==> src/rtl/pipe_pkg.sv <==
// Shared pipeline constants: default geometry, per-stage action encoding,
// stage_data slice helper and the CPU payload field layout.
package pipe_pkg;

    localparam int DefaultWidth  = 32;
    localparam int DefaultStages = 4;

    typedef enum logic [2:0] {
        ActAdvance = 3'd0,
        ActLoad    = 3'd1,
        ActHold    = 3'd2,
        ActBubble  = 3'd3,
        ActKill    = 3'd4
    } stageAct_e;

    // Lowest bit of stage `stage` inside the flattened stage_data bus.
    function automatic int stageLsb(input int stage, input int width);
        return stage * width;
    endfunction

    // Control field bits, packed at the bottom of every CPU inter-stage payload.
    localparam int CtrlRegWrite   = 0;
    localparam int CtrlMemToReg   = 1;
    localparam int CtrlRegDst     = 2;
    localparam int CtrlMemRead    = 3;
    localparam int CtrlMemWrite   = 4;
    localparam int CtrlBranch     = 5;
    localparam int CtrlAluSrc     = 6;
    localparam int CtrlJump       = 7;
    localparam int CtrlAluOpLsb   = 8;
    localparam int CtrlAluOpWidth = 2;
    localparam int CtrlWidth      = CtrlAluOpLsb + CtrlAluOpWidth;

    localparam int WordWidth      = 32;
    localparam int RegAddrWidth   = 5;

    localparam int Pc4Lsb         = CtrlWidth;
    localparam int InstrLsb       = Pc4Lsb + WordWidth;
    localparam int ReadData1Lsb   = InstrLsb + WordWidth;
    localparam int ReadData2Lsb   = ReadData1Lsb + WordWidth;
    localparam int ImmLsb         = ReadData2Lsb + WordWidth;
    localparam int AluResultLsb   = ImmLsb + WordWidth;
    localparam int MemDataLsb     = AluResultLsb + WordWidth;
    localparam int WriteRegLsb    = MemDataLsb + WordWidth;
    localparam int CpuPayloadWidth = WriteRegLsb + RegAddrWidth;

endpackage

==> src/rtl/pipe_stage_reg.sv <==
// One pipeline stage: valid bit plus payload register, driven by a decoded
// action from the parent chain (advance/load, hold, bubble, kill).
module pipe_stage_reg
    import pipe_pkg::*;
#(
    parameter int WIDTH = DefaultWidth
) (
    input  logic             Clk,
    input  logic             Rst,
    input  logic [2:0]       act,
    input  logic             srcValid,
    input  logic [WIDTH-1:0] srcData,
    output logic             valid,
    output logic [WIDTH-1:0] data
);

    // Kill and bubble only drop the valid bit; the payload is left as is.
    always_ff @(posedge Clk or negedge Rst) begin
        if (!Rst) begin
            valid <= 1'b0;
            data  <= '0;
        end else begin
            case (act)
                ActKill, ActBubble: begin
                    valid <= 1'b0;
                end
                ActLoad, ActAdvance: begin
                    valid <= srcValid;
                    data  <= srcData;
                end
                default: begin
                end
            endcase
        end
    end

endmodule

==> src/rtl/pipe_stage_chain.sv <==
// Generic pipeline register chain with stall, bubble and flush handling.
// Optional performance counters are built when PIPE_STAGE_CHAIN_PERF_EN is defined.
module pipe_stage_chain
    import pipe_pkg::*;
#(
    parameter int WIDTH        = DefaultWidth,
    parameter int STAGES       = DefaultStages,
    parameter int FLUSH_STAGES = 2
) (
    input  logic                    Clk,
    input  logic                    Rst,
    input  logic                    in_valid,
    input  logic [WIDTH-1:0]        in_data,
    output logic                    in_ready,
    input  logic [STAGES-1:0]       stall_req,
    input  logic                    flush,
    output logic [STAGES-1:0]       stage_valid,
    output logic [STAGES*WIDTH-1:0] stage_data,
`ifdef PIPE_STAGE_CHAIN_PERF_EN
    output logic [31:0]             perf_stall_cnt,
    output logic [31:0]             perf_bubble_cnt,
    output logic [31:0]             perf_flush_cnt,
`endif
    output logic                    out_valid,
    output logic [WIDTH-1:0]        out_data
);

    logic [STAGES-1:0] hold;
`ifdef PIPE_STAGE_CHAIN_PERF_EN
    logic [STAGES-1:0] bubbleVec;
`endif

    for (genvar i = 0; i < STAGES; i++) begin : gStage
        localparam int Lsb = stageLsb(i, WIDTH);

        stageAct_e        act;
        logic             srcValid;
        logic [WIDTH-1:0] srcData;

        // An older stall freezes every younger stage.
        assign hold[i] = |(stall_req >> i);

        if (i == 0) begin : gHead
            assign srcValid = in_valid;
            assign srcData  = in_data;

            always_comb begin
                if (flush && (i < FLUSH_STAGES)) act = ActKill;
                else if (hold[i])                act = ActHold;
                else                             act = ActLoad;
            end
        end else begin : gBody
            assign srcValid = stage_valid[i-1];
            assign srcData  = stage_data[stageLsb(i-1, WIDTH) +: WIDTH];

            always_comb begin
                if (flush && (i < FLUSH_STAGES)) act = ActKill;
                else if (hold[i])                act = ActHold;
                else if (hold[i-1])              act = ActBubble;
                else                             act = ActAdvance;
            end
        end

`ifdef PIPE_STAGE_CHAIN_PERF_EN
        assign bubbleVec[i] = (act == ActBubble);
`endif

        pipe_stage_reg #(
            .WIDTH (WIDTH)
        ) uStageReg (
            .Clk      (Clk),
            .Rst      (Rst),
            .act      (act),
            .srcValid (srcValid),
            .srcData  (srcData),
            .valid    (stage_valid[i]),
            .data     (stage_data[Lsb +: WIDTH])
        );
    end

    // Flush is deliberately ignored: a payload taken in a flush cycle is simply killed.
    assign in_ready  = !hold[0];
    assign out_valid = stage_valid[STAGES-1];
    assign out_data  = stage_data[stageLsb(STAGES-1, WIDTH) +: WIDTH];

`ifdef PIPE_STAGE_CHAIN_PERF_EN
    logic flushedValid;

    always_comb begin
        flushedValid = 1'b0;
        for (int i = 0; i < FLUSH_STAGES; i++) begin
            flushedValid = flushedValid | stage_valid[i];
        end
    end

    always_ff @(posedge Clk or negedge Rst) begin
        if (!Rst) begin
            perf_stall_cnt  <= '0;
            perf_bubble_cnt <= '0;
            perf_flush_cnt  <= '0;
        end else begin
            if (hold[0])               perf_stall_cnt  <= perf_stall_cnt + 32'd1;
            if (|bubbleVec)            perf_bubble_cnt <= perf_bubble_cnt + 32'd1;
            if (flush && flushedValid) perf_flush_cnt  <= perf_flush_cnt + 32'd1;
        end
    end
`endif

endmodule

==> config.mk <==
export PLATFORM = sky130hd
export DESIGN_NAME = pipe_stage_chain
export DESIGN_NICKNAME = d
export VERILOG_FILES = /design/src/rtl/pipe_pkg.sv /design/src/rtl/pipe_stage_reg.sv /design/src/rtl/pipe_stage_chain.sv
export SDC_FILE = /design/constraint.sdc
export NUM_CORES = 1
export LEC_CHECK = 0
export CORE_ASPECT_RATIO = 1.75
export CORE_MARGIN = 8
export CORE_UTILIZATION = 39
export DETAILED_ROUTE_END_ITERATION = 12
export PLACE_DENSITY = 0.81
export SLEW_MARGIN = 15
export SYNTH_ARGS = -nofsm -noshare
export SYNTH_HDL_FRONTEND = slang
export SYNTH_HIERARCHICAL = 1
export SYNTH_SLANG_ARGS = --single-unit
==> constraint.sdc <==
create_clock -name Clk -period 1.2 [get_ports Clk]
set_input_delay 0.24 -clock Clk [delete_from_list [all_inputs] [get_ports Clk]]
set_output_delay 0.24 -clock Clk [all_outputs]
set_load 0.005 [all_outputs]
# Word-level counts from Yosys, hierarchy flattened
# Index checks and enable logic that the tools add are counted.
[classes]
n_reduce_logical = 20
eq_ne = 12
muxes = 13
[op_table]
columns = ["op", "n"]
rows = [
  ["$reduce_or 2->1", 9],
  ["$logic_not 3->1", 4],
  ["$mux 2", 6],
  ["$mux 3", 3],
  ["$pmux 1 s2", 4],
  ["$reduce_bool 2->1", 4],
  ["$eq 2x3->1 const B", 2],
  ["$eq 3x1->1 const B", 2],
  ["$eq 3x2->1 const B", 2],
  ["$eq 3x3->1 const B", 2],
  ["$eq 2x1->1 const B", 2],
  ["$eq 2x2->1 const B", 2],
  ["$reduce_or 4->1", 1],
  ["$reduce_or 3->1", 1],
  ["$logic_not 1->1", 1],
]
[totals]
inputBits = 40
register_bits = 132
elab_cells = 53

# Depth between registers and ports, before layout
[logic_depth]
depth_word = 7
depth_mapped = 5

# By module
# Netlist, hierarchy kept.
[by_module_without_submodules]
columns = ["module", "area_each_um2", "cells_per_inst", "seq_area_each_um2", "n_inst"]
rows = [
  ["pipe_stage_reg", 1251.2, 71, 825.8, 4],
  ["pipe_stage_chain", 339.1, 47, 0.0, 1],
]

# Least setup slack after synthesis
# OpenSTA, ideal clock, no wires.
[synth_path]
path_type = "input to register"
startpoint = "input stall_req[3]"
endpoint = "register gStage[0].uStageReg.data[0]"
cell_stages = 5
setup_ns = 0.125
arrival_ns = 1.506
slack_ns = -0.431
path_cell_list = "nor4_1 -> nor2_1 -> nor2_4 -> buf_6 -> mux2_2"
[synth_between]
elab_chain_len = 5
word_cells_on_any_way = 6
classes_between = "eq/ne (1); mux (2); reduce/logical (3)"
[synth_rtl]
columns = ["element", "line", "text"]
rows = [
  ["start: declaration", "pipe_stage_chain.sv:15", "input logic [STAGES-1:0] stall_req,"],
  ["$reduce_or 4->1 (*)", "pipe_stage_chain.sv:41", "assign hold[i] = |(stall_req >> i);"],
  ["$mux 2 (*)", "pipe_stage_chain.sv:49", "else if (hold[i]) act = ActHold;"],
  ["$mux 3 (*)", "pipe_stage_chain.sv:48", "if (flush && (i < FLUSH_STAGES)) act = ActKill;"],
  ["via gStage[0].act[1]", "pipe_stage_chain.sv:36", "stageAct_e act;"],
  ["$eq 3x1->1 / $logic_not 3->1 (equally long branches)", "pipe_stage_reg.sv:23", "case (act)"],
  ["$reduce_or 2->1 (*)", "pipe_stage_reg.sv:23", ""],
  ["end signal: assignment", "pipe_stage_reg.sv:29", "data <= srcData;"],
  ["end: declaration", "pipe_stage_reg.sv:14", "output logic [WIDTH-1:0] data"],
]
# Mark *: on every way through the listed nets, which the timed path passes. The rest lies on a longest branch.
# A chain may end at the register's enable or synchronous reset.

# Worst setup path in the final report
[layout_path]
startpoint = "input stall_req[3]"
endpoint = "register gStage[1].uStageReg.data[13]"
[layout_between]
elab_chain_len = 6
word_cells_on_any_way = 8
classes_between = "eq/ne (1); mux (3); reduce/logical (4)"
[layout_rtl]
columns = ["element", "line", "text"]
rows = [
  ["$reduce_or 4->1", "pipe_stage_chain.sv:41", ""],
  ["$mux 2", "pipe_stage_chain.sv:59", "else if (hold[i-1]) act = ActBubble;"],
  ["$mux 3 (*)", "pipe_stage_chain.sv:58", "else if (hold[i]) act = ActHold;"],
  ["$mux 3 (*)", "pipe_stage_chain.sv:57", "if (flush && (i < FLUSH_STAGES)) act = ActKill;"],
  ["via gStage[1].act[1]", "pipe_stage_chain.sv:36", ""],
  ["$eq 3x1->1 / $logic_not 3->1 (equally long branches)", "pipe_stage_reg.sv:23", ""],
  ["$reduce_or 2->1 (*)", "pipe_stage_reg.sv:23", ""],
  ["end signal: assignment", "pipe_stage_reg.sv:29", ""],
  ["end: declaration", "pipe_stage_reg.sv:14", ""],
]
# Marks and branches as above.

==> metrics.md <==
| Metric | Value |
|---|---|
| Result of the run | complete, but fails checks |
| Violated checks | setup timing |
| Clock group share of total power | between 20% and 30% |
| Final worst-path cycle share | 110% |
| Register area share after synthesis | roughly three fifths |
| Area contributors post-synth | dfrtp_1 62%, mux2_2 26%, buf_4 5.1% |
| Post-route standard cell area excluding fillers | between 8000 and 9000 µm² |
| ANT nets after route | 0 |
| Fraction of registers with async set or reset after synthesis | between 90% and 100% |
| Congestion Overflow GR | 0 |
| Startpoint kind of the worst setup timing path | input port |
| Number of different library cells in the post-synthesis netlist | 16 |
| Overall die height | around 170 µm |
| Clock Latency Late Sink | approximately 0.4 ns |
| Most used standard cell by instance count after synthesis | dfrtp_1 |
| Shortest clock period the worst path allows after layout | between 1 and 1.5 ns |
| Post-DP HPWL | roughly 11 mm |
| Pwr/cell area | between 2000 and 2500 nW/µm² |
| Max cap viols | 0 |
| Biggest fanout along the worst timing path | 12 |
| FF+latch count, synth | about 130 |
| Global-route track usage on met1 | a little under a fifth |
| Most numerous cell types in the synthesized netlist | 132 x dfrtp_1, 124 x mux2_2, 36 x buf_4 |
| Total track usage | about a fifth |
| Hold crit path type | input port to asynchronous set/reset pin |
| Final critical-path setup slack | -0.121 ns |
| Average instance area after synthesis | 16.1 µm² |
| Share of final-layout standard cells stronger than drive strength 1 | 73.0% |
| IO Count | a little over 200 |
| Number of hold violations in the final report | 0 |
| DRC | 0 |
| Horizontal die dimension | approximately 100 µm |
| Met3 Usage GRT | around 5% |
| Final worst clock skew | 0.00826 ns |
| DRT Pass-1 Iters | 4 |
| Number of fill cells | roughly 960 |
| Buffering stage count on the worst path with inverters included | 2 |
| Max Root-Sink Buffers | 2 |
| Post-detailed-routing wire length | between 15 and 20 mm |
| First DRT Iteration DRCs | roughly 90 |
| Diodes inserted | 0 |
| Routed vias/inst | 4.72 |
| CORE AREA | ~13000 µm² |
| Leak Pwr | about 4.5 nW |
| Total of warnings raised by yosys | 6 |
| Area after detailed placement | between 7000 and 8000 µm² |
| Wire length of the first global-routing pass | between 20 and 30 mm |
| Endpoints failing setup | about 120 |
| Initial core utilization | between 30% and 40% |
| Number of synthesized flops with an enable pin | 0 |
| Net load switching power | 5.57 mW |
| Syn Inst Count | approximately 330 |
| Top Family by Delay on Critical Path | simple AND/OR/NAND/NOR gates |
| Total via count after detailed routing | 4020 |
| Arrival time at the worst endpoint | approximately 1.6 ns |
| Combinational share of power | 39.8% |
| TritonCTS sink count | around 130 |
| H-tree depth reported by CTS | 4 |
| Slew Limit Fails | 0 |
| Number of I/O port buffers | 205 |
| CTS tree | done |
| Average routed wire per standard cell | approximately 21 µm |
| Share of Yosys cell area claimed by the top area cell type | 61.8% |
| Clock Pin Slew Worst Setup and Hold Paths | approximately 0.06 ns |
| Area growth from synthesis to final layout | 66.5% |
| VDD IR-drop max | between 1000 and 1500 µV |
| Switching share of total power | 28.4% |
| Chain of cells forming the critical path | buf_8 -> nor4_4 -> nor2_2 -> nor2_4 -> buf_6 -> mux2_4 |
| Pin count of the biggest net entering global routing | 32 |
| Critical path's slowest cell | nor4_4 |
| Num CTS Buffers | 17 |
| Dominant synthesized flop cell | dfrtp_1 |
| Setup Crit Path Kind | input port to flop |
| Data required time at the worst endpoint | 1.48 ns |
| Internal Power | between 10 and 15 mW |
| Number of nets at the end of the flow | roughly 700 |
| Endpoint class of the critical path | flop |
| Hold_ws | a little under 0.3 ns |
| Number of antenna violations at the first check in global routing | 0 |
| Number of global-route vias before repair | between 4000 and 5000 |
| Maximum clock rate | ~760 MHz |
| Die area | around 18000 µm² |
| Total design power | 19.6 mW |
| Share of total power in sequential cells | between 30% and 40% |
| Met2 usage | 34.9% |
| Final TNS setup | -8.16 ns |
| Layer with the highest usage | met2 |
| RSZ-0062 raised after global routing | true |
| Row cnt | 56 |
| Worst Setup Slack post-DPL | -0.885 ns |
| Cell type contributing the most total cell area after synthesis | dfrtp_1 |
| Crit-path max cell delay | 0.36 ns |
| Summed instance area of the synthesized netlist | ~5300 µm² |
| Placer's final routability congestion estimate | a little under 0.8 |
| CTS root buf | clkbuf_16 |
[sequential cells by signal, indices dropped and copies added (netlist names)]
| register | cells |
|---|---|
| gStage.uStageReg/data | 128 |
| gStage.uStageReg/valid | 4 |
[power by group through the flow]
| stage | Clock [mW] | Combinational (mW) | Sequential [mW] |
|---|---|---|---|
| global placement | 0 | 6.43 | 6.97 |
| CTS | 5.10 | 7.36 | 6.79 |
| finish | 5.00 | 7.82 | 6.83 |
| detailed placement | 0 | 6.56 | 7.09 |
| floorplan | 0 | 2.26 | 6.99 |
| global route | 5.31 | 8.35 | 7.02 |
[kinds of logic (layout without fill, tap and decap cells)]
group | after synthesis | after routing | share of synthesized area (%)
compound gates | 4 | 4 | 0.656
buf+inv | 49 | 393 | 7.66
flops | 132 | 132 | 61.8
mux | 132 | 132 | 27.8
other cells | 1 | 4 | 0.0702
simple gates | 13 | 13 | 1.99
[per-layer routing]
| layer | up-vias | part of all wire [%] |
|---|---|---|
| met5 | - | 0 |
| met4 | 0 | 3.5 |
| li1 | 1788 | - |
| met3 | 37 | 5.0 |
| met2 | 151 | 56 |
| met1 | 2044 | 36 |
[final cells by class]
type | count | area, µm² | area share (%)
clock buffers | 20 | 447 | 5.02
repair buffers | 360 | 2850 | 32.1
inverters | 1 | 3.75 | 0.0422
multi-input cells | 153 | 1950 | 21.9
well taps | 174 | 218 | 2.45
clock inverters | 12 | 129 | 1.45
flip-flops and latches | 132 | 3300 | 37.1
[final timing paths]
path                                                                 end                                     start  slack, ns  cells after the start
worst max-delay path            gStage[1].uStageReg/data[13]$_DFFE_PN0P_                              stall_req[3]      -0.12                      6
worst min-delay path            gStage[3].uStageReg/data[21]$_DFFE_PN0P_                                       Rst       0.29                      2
worst max register to register   gStage[3].uStageReg/data[8]$_DFFE_PN0P_   gStage[3].uStageReg/data[8]$_DFFE_PN0P_       0.08                      4
worst min register to register  gStage[3].uStageReg/data[29]$_DFFE_PN0P_  gStage[3].uStageReg/data[29]$_DFFE_PN0P_       0.51                      1
max in group asynchronous        gStage[0].uStageReg/data[7]$_DFFE_PN0P_                                       Rst       0.43                      3
min in group Clk                   gStage[3].uStageReg/valid$_DFFE_PN0P_                              stall_req[3]       0.34                      4
[repair_timing]
item	in CTS	in global routing
cloned	3	5
hold buffers	1	0
setup endpoints to repair	298	159
pin swaps	3	4
hold endpoints to repair	25	0
gates resized for setup	776	42
buffers inserted	102	22
[layout by cell type (no fill, tap or decap)]
cell	n
nor3b_2	1
nor4_4	1
and2b_2	1
clkbuf_8	1
or2_4	1
dlygate4sd2_1	1
mux2_4	71
inv_6	2
clkinv_4	1
clkinv_2	4
dfrtp_1	132
dlygate4sd3_1	1
conb_1	4
buf_6	45
buf_12	11
clkinvlp_4	3
buf_4	115
buf_2	146
inv_1	1
buf_8	2
clkdlybuf4s50_1	33
a22o_1	4
mux2_2	56
buf_16	1
bufinv_16	2
clkbuf_16	22
nor3_4	1
nor2_4	4
clkbuf_1	2
or3_4	1
mux2_1	5
nor2_2	3
[stage by stage]
step,cells,util [%]
after floorplan,334,-
after global placement,693,56.6
after detailed placement,693,56.6
after CTS,831,63.9
after global routing,852,66.5
final,852,66.5
Power figures use the tool's default switching activity.
